**config.mk**
```make
export PLATFORM = sky130hd
export DESIGN_NAME = axi_read_data_responder
export DESIGN_NICKNAME = d
export VERILOG_FILES = /design/src/rtl/axi_read_data_responder.sv
export SDC_FILE = /design/constraint.sdc
export NUM_CORES = 1
export LEC_CHECK = 0
export BUFFER_PORTS_ARGS = -buffer_cell sky130_fd_sc_hd__buf_2
export CAP_MARGIN = 20
export CELL_PAD_IN_SITES_DETAIL_PLACEMENT = 0
export CELL_PAD_IN_SITES_GLOBAL_PLACEMENT = 2
export CORE_ASPECT_RATIO = 1.4
export CORE_UTILIZATION = 34
export DETAILED_ROUTE_END_ITERATION = 10
export GPL_TIMING_DRIVEN = 0
export PLACE_DENSITY_LB_ADDON = 0.12
export SYNTH_ARGS = -nofsm -noshare
export SYNTH_HDL_FRONTEND = slang
export SYNTH_SLANG_ARGS = --single-unit
```
**constraint.sdc**
```tcl
create_clock -name clk -period 6 [get_ports clk]
set_input_delay 1.2 -clock clk [delete_from_list [all_inputs] [get_ports clk]]
set_output_delay 1.2 -clock clk [all_outputs]
set_load 0.05 [all_outputs]
```
**src/rtl/axi_read_data_responder.sv**
```systemverilog
// AXI slave read-data channel: streams one burst from a local source FIFO through a registered R stage.
// Optional macro AXI_RD_SLVERR_EN adds the slverr port and answers the whole burst with SLVERR.
module axi_read_data_responder #(
  parameter int data_width = 32,
  parameter int id_width   = 4
) (
  input  logic                  clk,
  input  logic                  resetn,
  input  logic                  go,
  input  logic [7:0]            burst_len,
  input  logic [id_width-1:0]   burst_id,
`ifdef AXI_RD_SLVERR_EN
  input  logic                  slverr,
`endif
  input  logic [data_width-1:0] src_data,
  input  logic                  src_valid,
  output logic                  src_ready,
  output logic                  busy,
  output logic                  done,
  output logic [id_width-1:0]   RID,
  output logic [data_width-1:0] RDATA,
  output logic [1:0]            RRESP,
  output logic                  RLAST,
  output logic                  RVALID,
  input  logic                  RREADY
);
  localparam logic [1:0] IDLE     = 2'd0;
  localparam logic [1:0] STREAM   = 2'd1;
  localparam logic [1:0] COMPLETE = 2'd2;

  localparam logic [1:0] RESP_OKAY   = 2'b00;
  localparam logic [1:0] RESP_SLVERR = 2'b10;

  logic [1:0] state;
  logic [7:0] len_q;
  logic [8:0] load_cnt;
  logic       err_sel;
  logic       load;
  logic       last_acc;

  function automatic logic [1:0] resp_code(input logic err);
    return err ? RESP_SLVERR : RESP_OKAY;
  endfunction

`ifdef AXI_RD_SLVERR_EN
  assign err_sel = slverr;
`else
  assign err_sel = 1'b0;
`endif

  // The output register may be refilled whenever it is empty or being drained this cycle.
  assign load      = (state == STREAM) && src_valid && (load_cnt <= {1'b0, len_q})
                     && (!RVALID || RREADY);
  assign last_acc  = RVALID && RREADY && RLAST;
  assign src_ready = load;
  assign busy      = (state == STREAM);
  assign done      = (state == COMPLETE);

  always_ff @(posedge clk or negedge resetn) begin
    if (!resetn) begin
      state    <= IDLE;
      len_q    <= 8'd0;
      load_cnt <= 9'd0;
      RID      <= '0;
      RRESP    <= RESP_OKAY;
    end else begin
      case (state)
        IDLE: begin
          if (go) begin
            state    <= STREAM;
            len_q    <= burst_len;
            RID      <= burst_id;
            RRESP    <= resp_code(err_sel);
            load_cnt <= 9'd0;
          end
        end
        STREAM: begin
          if (load) load_cnt <= load_cnt + 9'd1;
          if (last_acc) state <= COMPLETE;
        end
        COMPLETE: begin
          if (!go) state <= IDLE;
        end
        default: state <= IDLE;
      endcase
    end
  end

  // Registered R stage: outputs hold while RVALID && !RREADY.
  always_ff @(posedge clk or negedge resetn) begin
    if (!resetn) begin
      RDATA  <= '0;
      RVALID <= 1'b0;
      RLAST  <= 1'b0;
    end else if (load) begin
      RDATA  <= src_data;
      RVALID <= 1'b1;
      RLAST  <= (load_cnt == {1'b0, len_q});
    end else if (RVALID && RREADY) begin
      RVALID <= 1'b0;
    end
  end

endmodule

```
### Yosys cells after proc, flatten, opt, wreduce, memory -nomap -nowiden

Cells that the tools add are included.

* memory bits (writable): 0
* input port bits: 49
* memories: 0
* latch bits: 0
* bits in read-only memories: 0
* output and inout bits: 43
* word-level logic and storage cells: 38
* bits in registers: 57

* add/subtract/negate cells: 1
* muxes and demuxes: 9
* $lt $le $gt $ge: 1
* equality and inequality tests: 7
* reductions and logical operators: 13
* div/mod/pow operators: 0
* shifts and indexed selects: 0
* multipliers: 0
* bitwise gates (word level): 0

Operators with widths (count)
* 9-bit two-way mux: 2
* 9-bit case mux with 2 select lines: 1
* 9-bit by 1-bit adder with 9-bit output, second input constant: 1
* 9-bit by 8-bit equality test with 1-bit output: 1
* 9-bit by 8-bit less-or-equal comparator with 1-bit output: 1
* 2-bit two-way mux: 3
* 2-bit != test, second input constant: 3
* 2-bit case mux with 3 select lines: 1
* 3-bit AND reduction: 2
* 1-bit logical AND: 5
* 2-bit nonzero test: 2
* 2-bit by 1-bit equality test with 1-bit output, second input constant: 1
* 2-bit equality test, second input constant: 1
* 2-bit zero test: 1
* 1-bit two-way mux: 2
* 2-bit by 1-bit != test with 1-bit output, second input constant: 1
* 2-bit AND reduction: 1
* 1-bit zero test: 1
* 1-bit logical OR: 1

### Logic depth before layout (Yosys ltp)

* depth in word-level cells: 6
* gate-level depth with buffers: 10
* gate-level depth less buffers: 7

### Least setup slack after synthesis

No wires, ideal clock.

* kind: input port to output port
* start: input RREADY
* end: output src_ready
* arrival: 2204 ps
* stages on the path: 6
* setup slack: 2596 ps
* path buffers: 2
* data required time: 4800 ps
* cells stage by stage: nand2b_1 > and3_1 > nand2b_4 > buf_6 > buf_6 > inv_1

* longest elaborated chain between the ends: 2

Ends and longest elaborated chain
* from (decl): line 25 `input logic RREADY`
* 1-bit logical OR: line 53 `&& (!RVALID || RREADY);`
* 1-bit logical AND: line 53
* to (decl): line 17 `output logic src_ready,`

Every way passes these cells.

### Worst setup path in the final report

* start: register load_cnt[2]
* end: output src_ready

* longest elaborated chain between the ends: 3

Ends and longest elaborated chain
* from (decl): line 36 `logic [8:0] load_cnt;`
* from (signal assigned): line 78 `if (load) load_cnt <= load_cnt + 9'd1;`
* 9-bit by 8-bit less-or-equal comparator with 1-bit output: line 52 `assign load = (state == STREAM) && src_valid && (load_cnt <= {1'b0, len_q})`
* 1-bit logical AND: line 52
* 1-bit logical AND: line 53

Every way passes these cells.

==> qor.txt <==
Initial Util: 35.0%
RSZ-0062 raised after global routing: no
Drt pass-1 iters: 4
Final worst path period share: 64.4%
Slew @ Worst Pin: 0.697 ns
Worst slew margin: 53.5%
Final Hold Violating Endpoints: 0
Worst Setup End Kind: output port
First-pass GRT wire length: 9740 um
Final worst slack: 2.13 ns
CTS tree: done
CTS root buf: clkbuf_8
Core Util, Final: 45.8%
Max-slew violation count: 0
Die area: 8280 um2
Io pins: 92
Switching pwr: 1070 uW
Postcts setup bufs: 0
Top-area cell type share of the netlist area: 53.0%
TritonCTS buffer count: 9
Avg Cell Area, Syn: 12.4 um2
Crit path max fanout: 10
DRT iter0 DRCs: 61
Distinct cells, synth: 33
Sink Count: 57
Most frequent cell after synthesis: dfrtp_1
Synth Register Bits: 57
Dpl ws: 2.38 ns
Yosys top cell by area: dfrtp_1
Gr usage total: 15.4%
Startpoint types: flip-flop
Sequential share of the synthesized area: 53.0%
Pwr dens: 660 nW/um2
DP HPWL: 4380 um
Fin crit period: 3.87 ns
Logic pwr share: 53.8%
Gpl congestion: 0.811
Max Clock Freq: 0.259 GHz
Top_reg_cell synth: dfrtp_1
Post-synth EDFFs: 0
Via density: 4.69
Async SR Flop Fraction: 100%
Crit path arrival time: 2.67 ns
Die W: 77.2 um
Routed vias: 1993
Average wire per standard cell: 13.9 um
I/O Buffers: 89
Antenna diodes: 0
Worst skew pair latency: 0.33 ns
Antenna violations before repair: 0
Max_cap viols: 0
Core area: 7700 um2
Hold_buf cts: 0
Tot Pwr: 2330 uW
# nets final: 378
Status: completed
Crit Path Category: flip-flop to output port
Cts repair resizes: 0
Hold crit path type: flip-flop to flip-flop
Final ANT Viol Nets: 0
CTS H-Tree Depth: 3
Vias in the first global route: 1969
Int Power: 1260 uW
DR DRC count: 0
Routed WL: 5910 um
Clock transition at path regs: 0.07 ns
Synth-to-Final Area Change: 30.9%
Switching Share: 45.8%
Clk network pwr share: 17.7%
Largest net degree at the start of global routing: 31
Setup violators final: 0
Synth Cell Area: 2690 um2
Worst IR Drop VDD: 0.234 mV
Hold slack: 0.477 ns
Die height: 107 um
Clock Tree Buf Depth: 2
Share of cells above drive strength 1: 46.5%
Setup TNS Final: 0 ns
Largest cells by area after synthesis: dfrtp_1 53%, mux2_4 17%, nand2_1 5.3%, ha_1 4.2%, o21ai_0 2.8%
Grt total ovfl: 0
Most instantiated cells after synthesis: 57 x dfrtp_1, 38 x nand2_1, 30 x mux2_4
Synth Warn #: 0
Fin Clk Skew: 0.00632 ns
Sequential fraction of design power: 28.5%
Gate Count Post-Synth: 217
CP required: 4.80 ns
Row cnt: 38
P_leak: 0.00184 uW
worst max-delay path, cell delays in order, from the launching register on:
cell      delay (ns)
dfrtp_1         0.47
ha_1            0.34
nand4_1         0.11
or3_1           0.40
o211a_1         0.16
buf_6           0.14
nand2b_4        0.13
buf_6           0.14
buf_6           0.14
inv_1           0.05
buf_2           0.25
sequential cells by signal, indices dropped and copies added (netlist names):
name      cells
RVALID        1
load_cnt      9
RDATA        32
len_q         8
state         2
RID           4
RLAST         1
cell families (layout without fill, tap and decap cells):
kind of cell	after synthesis	after routing	share of synthesized area, %
multiplexers	34	34	18.3
AO/OA/AOI/OAI	34	34	8.97
flip-flops	57	57	53.0
AND/OR/NAND/NOR	58	58	10.1
buffers and inverters	24	131	5.30
other	1	2	0.139
adder cells (fa/ha/maj)	9	9	4.18
metal layers:
| metal | global-route usage (%) | wire, um |
|---|---|---|
| met1 | 20.6 | 2730 |
| met2 | 22.9 | 2690 |
| met3 | 2.80 | 305 |
| met4 | 9.70 | 185 |
| met5 | 0 | 0 |
power by group through the flow:
| stage | Clock [uW] | Combinational (uW) | Sequential (uW) |
|---|---|---|---|
| final | 411 | 1250 | 664 |
| after floorplan | 0 | 546 | 1110 |
| after detailed placement | 0 | 1260 | 669 |
| after CTS | 426 | 1260 | 664 |
| after global routing | 444 | 1340 | 686 |
| after global placement | 0 | 1260 | 664 |
path summary, 6_finish.rpt:
kind / startpoint / to / slack [ns] / cells after the start
worst max register to register: load_cnt[2]$_DFFE_PN0P_ / RDATA[31]$_DFFE_PN0P_ / 3.53 / 9
worst min register to register: RID[1]$_DFFE_PN0P_ / RID[1]$_DFFE_PN0P_ / 0.48 / 2
max in group asynchronous: resetn / load_cnt[0]$_DFFE_PN0P_ / 4.49 / 2
worst min-delay path: RID[1]$_DFFE_PN0P_ / RID[1]$_DFFE_PN0P_ / 0.48 / 2
worst max-delay path: load_cnt[2]$_DFFE_PN0P_ / src_ready / 2.13 / 10
min in group asynchronous: resetn / RDATA[2]$_DFFE_PN0P_ / 0.91 / 1
layout by cell type (no fill, tap or decap), types with 2 or more instances in the layout:
cell,n
o211ai_1,5
mux2_4,30
clkbuf_8,11
dfrtp_1,57
o31ai_1,3
nand3_1,6
nand4_1,3
nor2b_1,2
mux2i_1,2
buf_4,2
buf_2,89
mux2_2,2
buf_6,6
inv_1,13
nand2_1,38
o21ai_0,15
ha_1,9
clkinvlp_4,2
o41ai_2,3
conb_1,2
bufinv_16,2
a21oi_1,3
clkbuf_1,4
per-stage QoR:
step | area [um2] | cells
floorplan | 2700 | 218
detailed placement | 3290 | 408
global placement | 3270 | 407
CTS | 3520 | 424
global route | 3520 | 425
finish | 3520 | 425
final cells by class:
type	count	area (um2)
Clock buffer	12	155
Timing Repair Buffer	91	473
Multi-Input combinational cell	137	1130
Tap cell	100	125
Fill cell	782	4180
Sequential cell	57	1430
Inverter	13	48.8
Buffer	11	93.8
Clock inverter	4	75.1
Note: power is estimated with default switching activity, not from simulation.
